===== src/rtl/rr_onehot_arbiter_if.sv =====
// -----------------------------------------------------------------------------
// rr_onehot_arbiter_if
// Bundles the request vector and the valid/ready grant channel of the
// round-robin arbiter.
//   req       : request vector, bit i = requester i (multi-hot allowed)
//   gnt_valid : gnt/gnt_idx carry a valid grant
//   gnt_ready : downstream accepts the grant when gnt_valid && gnt_ready
//   gnt       : one-hot grant, all-zero when gnt_valid=0
//   gnt_idx   : binary index of the set bit in gnt, zero when gnt_valid=0
// Modports:
//   master : the arbiter, which produces the grant channel
//   slave  : the environment, which raises requests and consumes grants
// -----------------------------------------------------------------------------
interface rr_onehot_arbiter_if #(
    parameter int BITS = 3
);
    localparam int OUT_BITS = 1 << BITS;

    logic [OUT_BITS-1:0] req;
    logic                gnt_valid;
    logic                gnt_ready;
    logic [OUT_BITS-1:0] gnt;
    logic [BITS-1:0]     gnt_idx;

    modport master (
        input  req,
        input  gnt_ready,
        output gnt_valid,
        output gnt,
        output gnt_idx
    );

    modport slave (
        output req,
        output gnt_ready,
        input  gnt_valid,
        input  gnt,
        input  gnt_idx
    );
endinterface


===== src/rtl/rr_onehot_arbiter.sv =====
// -----------------------------------------------------------------------------
// rr_onehot_arbiter
// Round-robin arbiter over a one-hot/multi-hot request vector. One requester is
// granted per handshake; the grant (one-hot and binary index) is registered and
// held bit-stable until downstream accepts it, so the consumer may stall freely.
// Ports:
//   clk   : sole clock, rising edge
//   rst_n : asynchronous active-low reset
//   bus   : rr_onehot_arbiter_if.master (req, gnt_valid, gnt_ready, gnt, gnt_idx)
// All outputs come straight from flops; req and gnt_ready only steer the
// next-state logic.
// -----------------------------------------------------------------------------
module rr_onehot_arbiter #(
    parameter int BITS = 3
) (
    input  logic                 clk,
    input  logic                 rst_n,
    rr_onehot_arbiter_if.master  bus
);
    localparam int OUT_BITS = 1 << BITS;

    typedef enum logic [0:0] {
        IDLE  = 1'b0,
        GRANT = 1'b1
    } state_t;

    state_t              state_r;
    state_t              state_nxt_s;
    logic [BITS-1:0]     ptr_r;
    logic [BITS-1:0]     ptr_nxt_s;
    logic                gnt_valid_r;
    logic                gnt_valid_nxt_s;
    logic [OUT_BITS-1:0] gnt_r;
    logic [OUT_BITS-1:0] gnt_nxt_s;
    logic [BITS-1:0]     gnt_idx_r;
    logic [BITS-1:0]     gnt_idx_nxt_s;
    logic                handshake_s;
    logic [BITS-1:0]     base_s;
    logic                found_s;
    logic [BITS-1:0]     win_idx_s;

    // Scan req starting just after 'last' and wrapping back to 'last'
    // inclusive; returns {found, index}. The BITS-bit addition provides the
    // modulo-OUT_BITS wrap for free.
    function automatic logic [BITS:0] find_winner(
        input logic [OUT_BITS-1:0] r,
        input logic [BITS-1:0]     last
    );
        logic            found;
        logic [BITS-1:0] idx;
        logic [BITS-1:0] cand;
        found = 1'b0;
        idx   = {BITS{1'b0}};
        for (int k = 1; k <= OUT_BITS; k++) begin
            cand = last + k[BITS-1:0];
            if (!found && r[cand]) begin
                found = 1'b1;
                idx   = cand;
            end
        end
        return {found, idx};
    endfunction

    // Binary index to one-hot vector.
    function automatic logic [OUT_BITS-1:0] to_onehot(input logic [BITS-1:0] i);
        return {{(OUT_BITS-1){1'b0}}, 1'b1} << i;
    endfunction

    // Winner search: on a handshake the pointer moves to the accepted index in
    // the same edge, so the search must already start after gnt_idx.
    always_comb begin
        handshake_s            = (state_r == GRANT) && bus.gnt_ready;
        base_s                 = handshake_s ? gnt_idx_r : ptr_r;
        {found_s, win_idx_s}   = find_winner(bus.req, base_s);
    end

    // Next-state and next-output logic of the two-state FSM.
    always_comb begin
        state_nxt_s     = state_r;
        ptr_nxt_s       = ptr_r;
        gnt_valid_nxt_s = gnt_valid_r;
        gnt_nxt_s       = gnt_r;
        gnt_idx_nxt_s   = gnt_idx_r;
        case (state_r)
            IDLE: begin
                if (found_s) begin
                    state_nxt_s     = GRANT;
                    gnt_valid_nxt_s = 1'b1;
                    gnt_nxt_s       = to_onehot(win_idx_s);
                    gnt_idx_nxt_s   = win_idx_s;
                end else begin
                    state_nxt_s     = IDLE;
                    gnt_valid_nxt_s = 1'b0;
                    gnt_nxt_s       = {OUT_BITS{1'b0}};
                    gnt_idx_nxt_s   = {BITS{1'b0}};
                end
            end
            GRANT: begin
                if (handshake_s) begin
                    ptr_nxt_s = gnt_idx_r;
                    if (found_s) begin
                        // Back-to-back grant, no bubble.
                        state_nxt_s     = GRANT;
                        gnt_valid_nxt_s = 1'b1;
                        gnt_nxt_s       = to_onehot(win_idx_s);
                        gnt_idx_nxt_s   = win_idx_s;
                    end else begin
                        state_nxt_s     = IDLE;
                        gnt_valid_nxt_s = 1'b0;
                        gnt_nxt_s       = {OUT_BITS{1'b0}};
                        gnt_idx_nxt_s   = {BITS{1'b0}};
                    end
                end else begin
                    // Stalled: hold the grant regardless of req changes.
                    state_nxt_s     = GRANT;
                    gnt_valid_nxt_s = gnt_valid_r;
                    gnt_nxt_s       = gnt_r;
                    gnt_idx_nxt_s   = gnt_idx_r;
                end
            end
            default: begin
                state_nxt_s     = IDLE;
                ptr_nxt_s       = {BITS{1'b1}};
                gnt_valid_nxt_s = 1'b0;
                gnt_nxt_s       = {OUT_BITS{1'b0}};
                gnt_idx_nxt_s   = {BITS{1'b0}};
            end
        endcase
    end

    // State, pointer and output registers. Pointer resets to the top index so
    // requester 0 has first priority.
    always_ff @(posedge clk or negedge rst_n) begin
        if (!rst_n) begin
            state_r     <= IDLE;
            ptr_r       <= {BITS{1'b1}};
            gnt_valid_r <= 1'b0;
            gnt_r       <= {OUT_BITS{1'b0}};
            gnt_idx_r   <= {BITS{1'b0}};
        end else begin
            state_r     <= state_nxt_s;
            ptr_r       <= ptr_nxt_s;
            gnt_valid_r <= gnt_valid_nxt_s;
            gnt_r       <= gnt_nxt_s;
            gnt_idx_r   <= gnt_idx_nxt_s;
        end
    end

    assign bus.gnt_valid = gnt_valid_r;
    assign bus.gnt       = gnt_r;
    assign bus.gnt_idx   = gnt_idx_r;

endmodule


===== src/flat_wrapper.sv =====
// flat-port wrapper written by rule: the top's interface ports become plain ports
module rr_onehot_arbiter_flat 
#(
    parameter int BITS = 3
)
  (clk, rst_n, bus_req, bus_gnt_ready, bus_gnt_valid, bus_gnt, bus_gnt_idx);
  rr_onehot_arbiter_if #(.BITS(BITS)) bus_i ();
  input  logic clk;
  input  logic rst_n;
  input wire logic [$bits(bus_i.req)-1:0] bus_req;
  input wire logic [$bits(bus_i.gnt_ready)-1:0] bus_gnt_ready;
  output wire logic [$bits(bus_i.gnt_valid)-1:0] bus_gnt_valid;
  output wire logic [$bits(bus_i.gnt)-1:0] bus_gnt;
  output wire logic [$bits(bus_i.gnt_idx)-1:0] bus_gnt_idx;
  assign bus_i.req = bus_req;
  assign bus_i.gnt_ready = bus_gnt_ready;
  assign bus_gnt_valid = bus_i.gnt_valid;
  assign bus_gnt = bus_i.gnt;
  assign bus_gnt_idx = bus_i.gnt_idx;
  rr_onehot_arbiter #(.BITS(BITS)) u_core (.clk(clk), .rst_n(rst_n), .bus(bus_i));
endmodule

===== config.mk =====
export PLATFORM = sky130hd
export DESIGN_NAME = rr_onehot_arbiter_flat
export DESIGN_NICKNAME = d
export VERILOG_FILES = /design/src/rtl/rr_onehot_arbiter_if.sv /design/src/rtl/rr_onehot_arbiter.sv /design/src/flat_wrapper.sv
export SDC_FILE = /design/constraint.sdc
export NUM_CORES = 1
export LEC_CHECK = 0
export CAP_MARGIN = 20
export CORE_UTILIZATION = 45
export CTS_CLUSTER_DIAMETER = 200
export CTS_CLUSTER_SIZE = 24
export DETAILED_ROUTE_END_ITERATION = 6
export PLACE_DENSITY_LB_ADDON = 0.1
export SYNTH_ARGS = -nofsm -noshare
export SYNTH_HDL_FRONTEND = slang
export SYNTH_SLANG_ARGS = --single-unit

===== constraint.sdc =====
create_clock -name clk -period 8.1 [get_ports clk]
set_input_delay 1.215 -clock clk [delete_from_list [all_inputs] [get_ports clk]]
set_output_delay 1.215 -clock clk [all_outputs]
set_load 0.02 [all_outputs]

-- Yosys cells after proc, flatten, opt, wreduce, memory -nomap -nowiden
Index checks and enable logic that the tools add are counted.
- register bits after elaboration: 16
- word-level logic and storage cells: 82
- output and inout bits: 12
- multiplexer cells: 44
- order comparisons: 8
- bitwise gates (word level): 1
- shift operators: 1
- add/sub/neg operators: 7
- eq/ne operators: 1
- reduce and logical (&&, ||, !) cells: 15
- operator list (cell ; count):
    3-bit two-way mux ; 11
    3-bit by 4-bit < comparator with 1-bit output (second input constant) ; 8
    1-bit binary-select mux with 3-bit select ; 8
    1-bit two-way mux ; 19
    8-bit two-way mux ; 2
    8-bit one-hot mux with 2 select lines ; 1
    3-bit adder (second input constant) ; 4
    1-bit logical AND ; 8
    1-bit by 3-bit left shift with 8-bit output (first input constant) ; 1
    1-bit logical NOT ; 7
    3-bit by 2-bit adder with 3-bit output (second input constant) ; 2
    3-bit one-hot mux with 2 select lines ; 1
    1-bit one-hot mux with 2 select lines ; 2
    3-bit by 1-bit adder with 3-bit output (second input constant) ; 1
    2-bit inequality test (second input constant) ; 1
    1-bit NOT ; 1

-- Longest topological paths before layout
Gate-level depths: netlist of run 1.
- depth after elaboration: 31
- mapped depth: 14
- depth with buffers taken out: 12

-- Worst setup path after synthesis of run 1
Ideal clock, no wire load.
- path kind: input port to flip-flop
- start point: input port bus_gnt_ready
- end point: register u_core.gnt_r[5], in the netlist u_core.bus.gnt[5]
- buffers on the path: 2
- slack: 4.165 ns
- stages: 13
- library setup time: 0.122 ns
- data required time: 7.978 ns
- arrival time: 3.813 ns
- cells stage by stage: buf_6 > and3_1 > buf_6 > nor2_1 > inv_1 > ha_1 > inv_1 > mux4_2 > o21ai_2 > nor4_4 > a32o_1 > a31o_1 > a32o_1
- word-level cells in the longest chain between the ends: 31
- RTL lines (item ; RTL line ; source):
    start, declared ; flat_wrapper.sv:11 ; input wire logic [$bits(bus_i.gnt_ready)-1:0] bus_gnt_ready;
    1-bit logical AND (*) ; rr_onehot_arbiter.sv:72 ; handshake_s = (state_r == GRANT) && bus.gnt_ready;
    3-bit two-way mux (*) ; n/a ;
    net u_core.base_s[0] ; rr_onehot_arbiter.sv:38 ; logic [BITS-1:0] base_s;
    3-bit by 1-bit adder with 3-bit output ; rr_onehot_arbiter.sv:55 ; cand = last + k[BITS-1:0];
    1-bit binary-select mux with 3-bit select ; rr_onehot_arbiter.sv:56 ; if (!found && r[cand]) begin
    1-bit two-way mux (not written as such) ; rr_onehot_arbiter.sv:56 ;
    1-bit two-way mux ; rr_onehot_arbiter.sv:56 ;
    1-bit logical NOT ; rr_onehot_arbiter.sv:56 ;
    [16 not listed] ; n/a ;
    1-bit two-way mux ; rr_onehot_arbiter.sv:56 ;
    1-bit logical NOT ; rr_onehot_arbiter.sv:56 ;
    1-bit logical AND ; rr_onehot_arbiter.sv:56 ;
    3-bit two-way mux ; rr_onehot_arbiter.sv:56 ;
    1-bit by 3-bit left shift with 8-bit output ; rr_onehot_arbiter.sv:66 ; return {{(OUT_BITS-1){1'b0}}, 1'b1} << i;
    8-bit two-way mux (*) ; rr_onehot_arbiter.sv:86, rr_onehot_arbiter.sv:101 ;
    8-bit two-way mux ; rr_onehot_arbiter.sv:99 ; if (handshake_s) begin
    8-bit one-hot mux with 2 select lines (*) ; rr_onehot_arbiter.sv:84 ; case (state_r)
    end signal, assigned ; rr_onehot_arbiter.sv:138 ; gnt_r <= {OUT_BITS{1'b0}};
    end signal, assigned ; rr_onehot_arbiter.sv:144 ; gnt_r <= gnt_nxt_s;
    end, declared ; rr_onehot_arbiter.sv:33 ; logic [OUT_BITS-1:0] gnt_r;
Mark *: on every way through the listed nets, which the timed path passes. The rest lies on a longest branch. The select of a mux whose other input is x is not followed.
A chain may end at the register's enable or synchronous reset.

-- Final worst setup path of run 1
- start point: input port bus_gnt_ready
- end point: register u_core.gnt_r[6], in the netlist u_core.bus.gnt[6]
- word-level cells in the longest chain between the ends: 31
- RTL lines (item ; RTL line):
    1-bit logical AND (*) ; rr_onehot_arbiter.sv:72
    3-bit two-way mux ; n/a
    3-bit by 1-bit adder with 3-bit output ; rr_onehot_arbiter.sv:55
    1-bit binary-select mux with 3-bit select ; rr_onehot_arbiter.sv:56
    1-bit two-way mux (not written as such) ; rr_onehot_arbiter.sv:56
    1-bit two-way mux ; rr_onehot_arbiter.sv:56
    1-bit logical NOT ; rr_onehot_arbiter.sv:56
    1-bit logical AND ; rr_onehot_arbiter.sv:56
    [15 not listed] ; n/a
    1-bit two-way mux ; rr_onehot_arbiter.sv:56
    1-bit logical NOT ; rr_onehot_arbiter.sv:56
    1-bit logical AND ; rr_onehot_arbiter.sv:56
    3-bit two-way mux ; rr_onehot_arbiter.sv:56
    1-bit by 3-bit left shift with 8-bit output ; rr_onehot_arbiter.sv:66
    8-bit two-way mux ; rr_onehot_arbiter.sv:86, rr_onehot_arbiter.sv:101
    8-bit two-way mux ; rr_onehot_arbiter.sv:99
    8-bit one-hot mux with 2 select lines ; rr_onehot_arbiter.sv:84
Mark *: on every way between the ends. The rest lies on a longest branch, timed or not. The select of a mux whose other input is x is not followed.

==> impl_metrics.tcl, run 1 <==
set metrics [dict create \
    synth-seq-area-share 0.243 \
    hp-class "reg -> reg" \
    start_util 0.484 \
    setup_viol 0 \
    cp-start-kind "input pin" \
    die_area_um2 3950 \
    m1WireLength_um 2040 \
    required_ns 8.23 \
    postLayoutCellArea_um2 1930 \
    synth.distinct_cells 58 \
    clock_sinks 16 \
    tightest_slew_ns 0.969 \
    tritoncts "built" \
    netlist_area_um2 1670 \
    synth-xor-area-share 0.0270 \
    wl_met3_um 232 \
    worstHoldPathCells 2 \
    synth_edf_count 0 \
    power.density_nw_per_um2 512 \
    synth_top_area_cell "dfrtp_1" \
    ys_warn_count 0 \
    highest-signal-layer "met4" \
    antenna_cells 0 \
    synth.top_cell.area_share 0.195 \
    p_leak_nw 0.756 \
    ios 23 \
    grt_use_total 0.236 \
    die_h_um 62.8 \
    rsz0062_at_grt "no" \
    ir_worst_vdd_uv 219 \
    fin_cells 248 \
    synth_mux_area_frac 0.111 \
    reg2reg_depth 11 \
    wl_um 4440 \
    hold_viol 0 \
    cts.clk_slew.worst_paths_ns 0.06 \
    fin_setup_tns_ns 0 \
    grt_antenna_before_repair 0 \
    drive_gt1_frac 0.168 \
    synth_top_family_by_area "compound AO/OA/AOI/OAI gates" \
    via_per_inst 6.39 \
    drcViolationCount 0 \
    synth_compound_area_frac 0.349 \
    vias 1585 \
    dr.pass1.iters 4 \
    met2WireLength_um 2100 \
    setup.worst_path.class "in -> reg" \
    overflow 0 \
    fin_crit_sh 0.654 \
    max-cap-violations 0 \
    drtIter0Drc 132 \
    synth_area_per_cell_um2 9.10 \
    synth-simple-area-share 0.212 \
    place_area_um2 1880 \
    synth_area_leaders "dfrtp_1 (20%), mux4_2 (5.4%), dfstp_2 (4.7%)" \
    cp-end-kind "register" \
    synth_common_cells "nand3_1 (15), dfrtp_1 (13), nand2_1 (13)" \
    synth-seq-cells 16 \
    fin_nets 215 \
    post_cts_buffers 0 \
    cp.arrival_ns 5.43 \
    area_growth_pct 15.9 \
    die_w_um 62.8 \
    finalCriticalPeriod_ns 5.30 \
    synth_fp_nets 195 \
    numCtsBuffers 3 \
    fmaxAchievable_mhz 189 \
    rows 21 \
    slew_headroom 0.336 \
    htreeDepth 1 \
    drv_slew 0 \
    post-synth-top-count-cell "nand3_1" \
    core-area_um2 3440 \
    cts_root_buf "clkbuf_8" \
    grt_max_degree 17 \
    async_flop_share 1.00 \
    clock_skew_ns 0.00481 \
    yosys.area_share.adder 0.00751 \
    ys.flop_type "dfrtp_1" \
    cts_resized 0 \
    clk_latency_ns 0.24 \
    first_global_vias 1513 \
    hold_buffers 0 \
    dp_hpwl_um 3540 \
    critPathMaxFanout 13 \
    place_inst 244 \
    postSynthCellCount 183 \
    io_buffers 22 \
    gp_congestion 0.979 \
    wl_per_cell_um 17.9 \
    final_core_utilization 0.561 \
    cts_max_path_buffers 2 \
    grt_pass1_wl_um 7380 \
    detail-route-antenna-nets 0 \
    status "finished, final reports clean" \
]
-- layer usage --
layer / GRT usage / vias to the layer above
met5: 0 / -
met4: 0.0523 / 0
met2: 0.398 / 53
met1: 0.309 / 765
li1: - / 759
met3: 0.0474 / 8
-- layout by cell type, fill, tap and decap left out, types with 2 or more instances in the layout --
cell type / Yosys / final
mux2i_1: 7 / 7
o2111a_1: 2 / 2
o21ai_1: 6 / 6
o21ai_0: 8 / 8
clkdlybuf4s50_1: 0 / 22
clkbuf_8: 0 / 3
nor2_1: 7 / 7
nand3_1: 15 / 15
nand2b_1: 3 / 3
o211ai_1: 5 / 5
mux4_2: 4 / 4
o21a_1: 3 / 3
and2_1: 8 / 8
a21boi_1: 2 / 2
and2_4: 3 / 3
a32oi_1: 4 / 4
a21o_1: 2 / 2
inv_1: 6 / 6
xnor2_1: 2 / 2
a21oi_1: 11 / 11
o21ai_2: 4 / 4
dfstp_2: 3 / 3
or2_2: 3 / 3
a32o_1: 5 / 5
a211oi_1: 3 / 3
nand2_1: 13 / 13
dfrtp_1: 13 / 13
nor3_1: 2 / 2
o31ai_1: 4 / 4
-- area by class of cell --
class	count	area, um^2
inverter	7	26.3
tap	46	57.6
clock buffer	4	45.0
timing repair buffer	22	220
fill	327	1510
multi-input combinational	153	1180
sequential	16	404
-- logic make-up after synthesis --
family,count (synthesis)
flip-flops,16
AND/OR/NAND/NOR,61
adder cells (fa/ha/maj),1
multiplexers,13
AO/OA/AOI/OAI,75
buffers and inverters,14
XOR/XNOR,3
-- metrics by stage --
stage	worst slack, ns	total power [W]	hold slack [ns]
floorplan	4.17	0.000740	0.593
global placement	2.68	0.000903	0.467
detailed placement	2.55	0.000916	0.474
CTS	2.83	0.000980	0.488
global route	2.50	0.00106	0.516
finish	2.80	0.000987	0.483
-- critical path, stage by stage --
cell and delay, ns:
clkdlybuf4s50_1 0.65, nand2_2 0.20, mux2i_1 0.82, inv_1 0.26
ha_1 0.35, xnor2_4 0.30, mux4_2 0.33, o21ai_2 0.12
nor4_4 0.45, nand2b_1 0.14, a32o_2 0.33, a32o_1 0.27
-- state kept, by name, summed over array words and instances, names as in the netlist --
register              count
u_core.ptr_r              3
u_core.bus.gnt_idx        3
u_core.state_r            1
u_core.bus.gnt_valid      1
u_core.bus.gnt            8
-- where the power goes --
part	leakage, nW	switching [W]	internal, W
Combinational	0.539	0.000472	0.000321
Sequential	0.194	0.0000244	0.000112
Clock	0.0228	0.0000238	0.0000348
Total	0.756	0.000520	0.000467
-- worst paths after layout --
kind / from / end / slack [ns]
hold / removal: u_core.bus.gnt[3] / u_core.bus.gnt[3] / 0.48
min in group asynchronous: rst_n / u_core.bus.gnt[1] / 1.38
hold reg to reg: u_core.bus.gnt[3] / u_core.bus.gnt[3] / 0.48
setup / recovery: bus_gnt_ready / u_core.bus.gnt[6] / 2.80
max in group asynchronous: rst_n / u_core.bus.gnt_valid / 6.30
setup reg to reg: u_core.state_r / u_core.bus.gnt[6] / 3.93
Power figures use the tool's default switching activity.
==> inputs of run 2 (changes only) <==
clock period = 4.8 ns   (was 8.1 ns; I/O delays follow)
==> run 2 against run 1 <==
Wire length is 2.2% higher. First-iteration DRC count is 57% higher. Register-to-register slack worse by 2.8 ns. Non-clock buffer count is 1 higher. Total power is 71% higher. Sequential share of layout area is 0.081 points lower. Cell count is 0.40% higher. Critical endpoint is now u_core.bus.gnt[7]. Largest power group unchanged. Highest routed layer unchanged.
==> impl_metrics.tcl, run 2 (same netlist as run 1, synthesis figures left out) <==
set metrics [dict create \
    status "finished, final reports clean" \
    overflow 0 \
    cts.clk_slew.worst_paths_ns 0.06 \
    numCtsBuffers 3 \
    worst-r2r-setup-slack_ns 1.11 \
    cts_resized 0 \
    drcViolationCount 0 \
    drive_gt1_frac 0.172 \
    gp_congestion 0.963 \
    first_global_vias 1522 \
    hp-class "reg -> reg" \
    power.switching_w 0.000894 \
    fin_setup_tns_ns 0 \
    grt_pass1_wl_um 7560 \
    min-delay-start "u_core.bus.gnt[0]" \
    slew_headroom 0.378 \
    r2r-start "u_core.state_r" \
    dp_hpwl_um 3580 \
    max-cap-violations 0 \
    met2WireLength_um 2080 \
    drtIter0Drc 207 \
    cp.arrival_ns 4.49 \
    path_buf_inv 2 \
    die_w_um 62.8 \
    die_area_um2 3950 \
    rows 21 \
    power_frac_seq 0.135 \
    p_total_w 0.00169 \
    drv_slew 0 \
    r2r-end "u_core.bus.gnt[7]" \
    m1WireLength_um 2130 \
    tritoncts "built" \
    rsz0062_at_grt "no" \
    share_comb_of_total_power 0.805 \
    reg2reg_depth 11 \
    ios 23 \
    crit_path_start "bus_gnt_ready" \
    required_ns 4.98 \
    detail-route-antenna-nets 0 \
    largest_register_ffs 8 \
    path_cells "clkdlybuf4s50_1, and3_1, nor2_1, inv_1, ha_1, xnor2_4, mux4_2, o21ai_2, nor4_4, nand2b_1, a32oi_1, a32o_1" \
    htreeDepth 1 \
    place_inst 245 \
    clock_skew_ns 0.000609 \
    core-area_um2 3440 \
    worst_hold_slack_ns 0.483 \
    clock_sinks 16 \
    start_util 0.484 \
    hold_viol 0 \
    critPathMaxFanout 11 \
    cpMaxStageDelayCell "clkdlybuf4s50_1" \
    setup.worst_path.class "in -> reg" \
    p_sw_frac 0.530 \
    area_growth_pct 16.3 \
    via_per_inst 6.45 \
    cts_root_buf "clkbuf_8" \
    grt_use_total 0.242 \
    finalCriticalPeriod_ns 4.32 \
    final_common_cell "clkdlybuf4s50_1" \
    antenna_cells 0 \
    hold_buffers 0 \
    tightest_slew_ns 0.931 \
    pwr-share-clk 0.060 \
    dr.pass1.iters 4 \
    setup_viol 0 \
    fin_nets 216 \
    worstHoldPathCells 2 \
    post_cts_buffers 0 \
    io_buffers 22 \
    fin_crit_sh 0.899 \
    highest-signal-layer "met4" \
    wl_um 4540 \
    power.density_nw_per_um2 871 \
    final_cell_mix "clkdlybuf4s50_1 (22), nand3_1 (15), nand2_1 (13), dfrtp_1 (13), a21oi_1 (11)" \
    fmaxAchievable_mhz 232 \
    clk_latency_ns 0.25 \
    die_h_um 62.8 \
    grt_antenna_before_repair 0 \
    wl_met3_um 251 \
    p_leak_nw 0.760 \
    cp-end-kind "register" \
    wl_per_cell_um 18.2 \
    holdPathEnd "u_core.bus.gnt[0]" \
    cts_max_path_buffers 2 \
    fin_cells 249 \
    slowest_delay_ns 0.65 \
    ir_worst_vdd_uv 486 \
    grt_max_degree 17 \
    vias 1605 \
    path_delay_family "simple AND/OR/NAND/NOR gates" \
    internal_power_w 0.000794 \
    cp-start-kind "input pin" \
]
==> run 2: area by class of cell <==
class	instances	area (um^2)
timing repair buffer	23	228
fill	335	1510
clock buffer	4	45.0
sequential	16	404
multi-input combinational	153	1180
inverter	7	26.3
tap	46	57.6
==> run 2: per-stage QoR <==
step,util,setup slack (ns),cell area [um^2]
floorplan,-,1.36,1670
global placement,0.550,0.327,1890
detailed placement,0.550,0.286,1890
CTS,0.563,0.535,1940
global route,0.563,0.240,1940
finish,0.563,0.485,1940
==> run 2: how the worst max path moves through the flow <==
stage	depth (start not counted)	to	slack, ns
after global placement	12	u_core.bus.gnt[4]	0.33
final	12	u_core.bus.gnt[7]	0.48
after detailed placement	12	u_core.bus.gnt[7]	0.29
after global routing	12	u_core.bus.gnt[7]	0.24
after floorplan	13	u_core.bus.gnt[5]	1.36
after CTS	12	u_core.bus.gnt[7]	0.53
==> run 2: worst register-to-register path: cells and delay by family (launching register included) <==
kind	cells	cell delay, ns
buffers and inverters	1	0.14
DFF	1	0.53
xor gates and xnor gates	1	0.33
adders and majority gates	1	0.29
AOI/OAI and AO/OA	3	0.76
and+or+nand+nor	4	1.24
muxes	1	0.34
==> run 2: power by group through the flow <==
stage	Sequential [W]	Clock, W	Combinational, W
after detailed placement	0.000231	0	0.00133
after global routing	0.000234	0.000110	0.00146
after global placement	0.000229	0	0.00132
after CTS	0.000229	0.000104	0.00134
after floorplan	0.000254	0	0.000995
final	0.000228	0.000101	0.00136
==> run 2: routing by layer <==
| metal | global-route usage | up-vias |
|---|---|---|
| met5 | 0 | - |
| met1 | 0.334 | 769 |
| met2 | 0.380 | 72 |
| met4 | 0.0901 | 0 |
| li1 | - | 755 |
| met3 | 0.0347 | 9 |
==> inputs of run 3 (changes only) <==
CTS_CLUSTER_DIAMETER = not set   (was 200)
==> results of run 3 <==
Same layout as run 2: the final DEF is identical, and so are final timing and power.
